File: src/rtl/serial_tx.sv
// rtl/serial_tx.sv - asynchronous-frame serial transmitter (start, 8 data LSB first, optional even parity, stop)
module serial_tx #(
  parameter int CLKS_PER_BIT = 434,
  parameter int PARITY_EN    = 0
) (
  input  logic       Clk,
  input  logic       Reset,
  input  logic       Start,
  input  logic [7:0] Data,
  output logic       Tx,
  output logic       Busy,
  output logic       Done
);

  localparam int CNT_W = $clog2(CLKS_PER_BIT);
  localparam logic [CNT_W-1:0] CNT_MAX = CNT_W'(CLKS_PER_BIT - 1);

  typedef enum logic [2:0] {
    S_IDLE,
    S_START,
    S_DATA,
    S_PARITY,
    S_STOP
  } state_t;

  state_t           state, state_nx;
  logic [CNT_W-1:0] cnt, cnt_nx;
  logic [2:0]       idx, idx_nx;
  logic [7:0]       shreg, shreg_nx;
  logic             par, par_nx;
  logic             tx_q, tx_nx;
  logic             done_q, done_nx;
  logic             bit_end;

  always_ff @(posedge Clk or posedge Reset) begin
    if (Reset) begin
      state  <= S_IDLE;
      cnt    <= '0;
      idx    <= '0;
      shreg  <= '0;
      par    <= 1'b0;
      tx_q   <= 1'b1;
      done_q <= 1'b0;
    end else begin
      state  <= state_nx;
      cnt    <= cnt_nx;
      idx    <= idx_nx;
      shreg  <= shreg_nx;
      par    <= par_nx;
      tx_q   <= tx_nx;
      done_q <= done_nx;
    end
  end

  assign bit_end = (cnt == CNT_MAX);

  // Tx is computed one edge ahead so the line value is taken straight from a flop.
  always_comb begin
    state_nx = state;
    cnt_nx   = cnt;
    idx_nx   = idx;
    shreg_nx = shreg;
    par_nx   = par;
    tx_nx    = tx_q;
    done_nx  = 1'b0;

    if (state != S_IDLE) begin
      cnt_nx = bit_end ? '0 : cnt + 1'b1;
    end

    case (state)
      S_IDLE: begin
        tx_nx  = 1'b1;
        cnt_nx = '0;
        if (Start) begin
          state_nx = S_START;
          shreg_nx = Data;
          par_nx   = ^Data;
          idx_nx   = 3'd0;
          tx_nx    = 1'b0;
        end
      end

      S_START: begin
        if (bit_end) begin
          state_nx = S_DATA;
          tx_nx    = shreg[0];
        end
      end

      S_DATA: begin
        if (bit_end) begin
          if (idx == 3'd7) begin
            if (PARITY_EN != 0) begin
              state_nx = S_PARITY;
              tx_nx    = par;
            end else begin
              state_nx = S_STOP;
              tx_nx    = 1'b1;
            end
          end else begin
            shreg_nx = {1'b0, shreg[7:1]};
            idx_nx   = idx + 3'd1;
            tx_nx    = shreg[1];
          end
        end
      end

      S_PARITY: begin
        if (bit_end) begin
          state_nx = S_STOP;
          tx_nx    = 1'b1;
        end
      end

      S_STOP: begin
        if (bit_end) begin
          state_nx = S_IDLE;
          tx_nx    = 1'b1;
          done_nx  = 1'b1;
        end
      end

      default: begin
        state_nx = S_IDLE;
        tx_nx    = 1'b1;
      end
    endcase
  end

  assign Tx   = tx_q;
  assign Busy = (state != S_IDLE);
  assign Done = done_q;

endmodule

File: config.mk
export PLATFORM = sky130hd
export DESIGN_NAME = serial_tx
export DESIGN_NICKNAME = d
export VERILOG_FILES = /design/src/rtl/serial_tx.sv
export SDC_FILE = /design/constraint.sdc
export NUM_CORES = 1
export LEC_CHECK = 0
export CORE_UTILIZATION = 55
export DETAILED_ROUTE_END_ITERATION = 16
export DONT_BUFFER_PORTS = 1
export GPL_TIMING_DRIVEN = 0
export PLACE_DENSITY = 0.76
export SETUP_SLACK_MARGIN = 0.3
export SLEW_MARGIN = 20
export SYNTH_ARGS = -nofsm -noshare
export SYNTH_HDL_FRONTEND = slang
export SYNTH_SLANG_ARGS = --single-unit
File: constraint.sdc
create_clock -name Clk -period 2.2 [get_ports Clk]
set_input_delay 0.22 -clock Clk [delete_from_list [all_inputs] [get_ports Clk]]
set_output_delay 0.22 -clock Clk [all_outputs]
set_load 0.01 [all_outputs]
==> results.txt <==
EDFF count, synth = 0
gate count of the mapped netlist = 118
Post-CTS Hold Fix Bufs = 0
Fin Setup TNS = 0 ps
Syn-to-layout area delta = 5.07%
violated checks = hold timing
Worst R2R Start = idx[0]
CTS tree = yes
Met3 Routed Length = 95 um
via count = 857
synthesized area = 1230 um2
pin count of the biggest net entering global routing = 26
first-pass GRT wire length = 3.69 mm
CTS Root Cell = clkbuf_4
num rows = 16
r2r setup slk = 450 ps
highest metal used = met4
RSZ-0062 raised after global routing = no
initial antenna violation count = 0
reg2reg path depth = 7
starting density of the core = 60.5%
Synth Register Bits = 25
Final Setup Violations = 0
CP cell instances = ha_1, ha_1, nor2_2, nand4_4, buf_6, o22a_1, o21a_1
FILL cells = 168
IO buf count = 0
fin crit period = 1750 ps
Post-DP HPWL = 1.48 mm
number of max-cap violations = 0
FF/Latch Area = 627 um2
Hold Fails Final Rpt = 24
Worst Setup End Kind = flip-flop
Vias/cell = 5.75
ys flop type = dfrtp_1
placer congestion estimate = 0.786
sequential share of the synthesized area = 50.8%
CTS buffer count = 3
1st-iter DRT viols = 31
Max Fclk = 0.573 GHz
post-synth top area share = 48.6%
Crit Path Max Fanout = 10
CP Launch Point = idx[0]
Die ar. = 2440 um2
deepest clock path buffer count = 2
# clock sinks = 25
Startpoint Class = flip-flop
# diodes = 0
count leader, synth = dfrtp_1
I/O pins = 14
wire per inst = 13.8 um
Die Y = 49.4 um
largest area contributor in the netlist = dfrtp_1
Post-Route WL = 2.05 mm
Placed Area = 1270 um2
total global routing overflow = 0
Power per Cell Area = 904 nW/um2
met2 wire len = 893 um
Pins Over Slew Limit = 0
Synth area leaders = dfrtp_1, o22a_1, nor2_1
worst setup path class = flip-flop to flip-flop
status = complete, but fails checks
Critical Path RT = 2420 ps
syn avg cell area = 10.5 um2
max incr delay on CP = 420 ps
Core Footprint = 2040 um2
syn nets = 133
layout net count = 138
area of the multi-input gates = 547 um2
worst-skew pair later-pin latency = 320 ps
Post-synth ARST share = 100%
via count of the first global-routing pass = 860
CTS clock-pin slew for the worst setup and hold paths = 130 ps
Bufs and invs on worst path = 1
# placed instances = 145
post-route setup slack = 455 ps
Crit-path slowest cell = dfrtp_1
CP dominant cell by count = ha_1
Synthesis Warnings = 0
worst-margin pin slew = 920 ps
drt first pass iters = 4
crit-path leading delay family = flip-flops
GRT Overall Usage = 19.9%
top cells by count, synth = dfrtp_1, nor2_1, nand3_1, inv_1
leak pwr = 0.565 nW
Final Cycle Share = 79.3%
Worst EP arrival = 1970 ps
Peak VDD IR = 0.488 mV
Layout Skew = 1.07 ps
RR Endpoint = shreg[0]
depth of the CTS H-tree = 1
layout cells sized above 1 = 13.1%
die width = 49.4 um
DRC errors left = 0
antenna viol nets, final = 0
worst hold slack = -25.1 ps
DRT met1 WL = 1.04 mm
Yosys cell types = 31
hold crit path type = input port to asynchronous set/reset pin
cell area after layout = 1300 um2
Setup Slack @ Placement = 402 ps
fin cells = 149
Slew HR = 38.6%
-- flip-flops by register name, summed over array words and instances (netlist names) --
register  cells
shreg         8
idx           3
Done          1
state         3
cnt           9
Tx            1
-- cells in the final DEF (no fill, tap or decap), types with 2 or more instances in the layout --
cell,instances
nand2_1,6
nor3_1,3
xnor2_1,5
o21a_1,7
nor2_1,14
clkbuf_4,3
inv_1,8
o21ai_0,5
xor2_1,2
nand3_1,9
dfrtp_1,24
buf_2,3
o22a_1,7
nand4_1,2
nor3b_1,2
ha_1,4
-- cell type report --
type	count	area share (%)
Clock buffer	4	2.03
Multi-Input combinational cell	80	42.1
Buffer	5	2.60
Tap cell	27	2.60
Sequential cell	25	48.3
Inverter	8	2.31
-- kinds of logic after synthesis --
| group | Yosys count | share of synthesized area [%] |
|---|---|---|
| XOR/XNOR | 7 | 4.96 |
| AND/OR/NAND/NOR | 45 | 20.7 |
| flip-flops | 25 | 50.8 |
| adder cells (fa/ha/maj) | 4 | 4.05 |
| AO/OA/AOI/OAI | 23 | 13.6 |
| buffers and inverters | 13 | 5.17 |
| multiplexers | 1 | 0.811 |
-- routing by layer --
metal / vias up / global-route usage, %
met5: - / 0
met4: 0 / 10.0
met3: 4 / 4.98
met2: 27 / 27.9
met1: 409 / 28.5
li1: 417 / -
-- how the worst max path moves through the flow --
stage | endpoint | cells after the start
finish | shreg[0] | 7
global route | shreg[2] | 7
CTS | shreg[2] | 7
detailed placement | shreg[2] | 7
global placement | shreg[0] | 7
floorplan | shreg[0] | 7
-- power breakdown --
part | switching [W] | total, W | internal, W | leakage [nW]
sequential | 0.0000725 | 0.000638 | 0.000565 | 0.320
combinational | 0.000192 | 0.000331 | 0.000140 | 0.229
clock | 0.000133 | 0.000204 | 0.0000710 | 0.0150
total | 0.000397 | 0.00117 | 0.000776 | 0.565
-- repair_timing --
item | CTS | global route
gates resized for setup | 0 | 1
endpoints found under the setup margin | 0 | 3
hold endpoints to repair | 0 | 0
buffers inserted | 0 | 0
-- stage by stage --
step	total power [W]	utilization [%]
2_1_floorplan	0.000901	-
3_3_place_gp	0.000956	62.1
3_5_place_dp	0.000977	62.1
4_1_cts	0.00118	63.4
5_1_grt	0.00125	63.5
6_report	0.00117	63.5
Note: power is estimated with default switching activity, not from simulation.
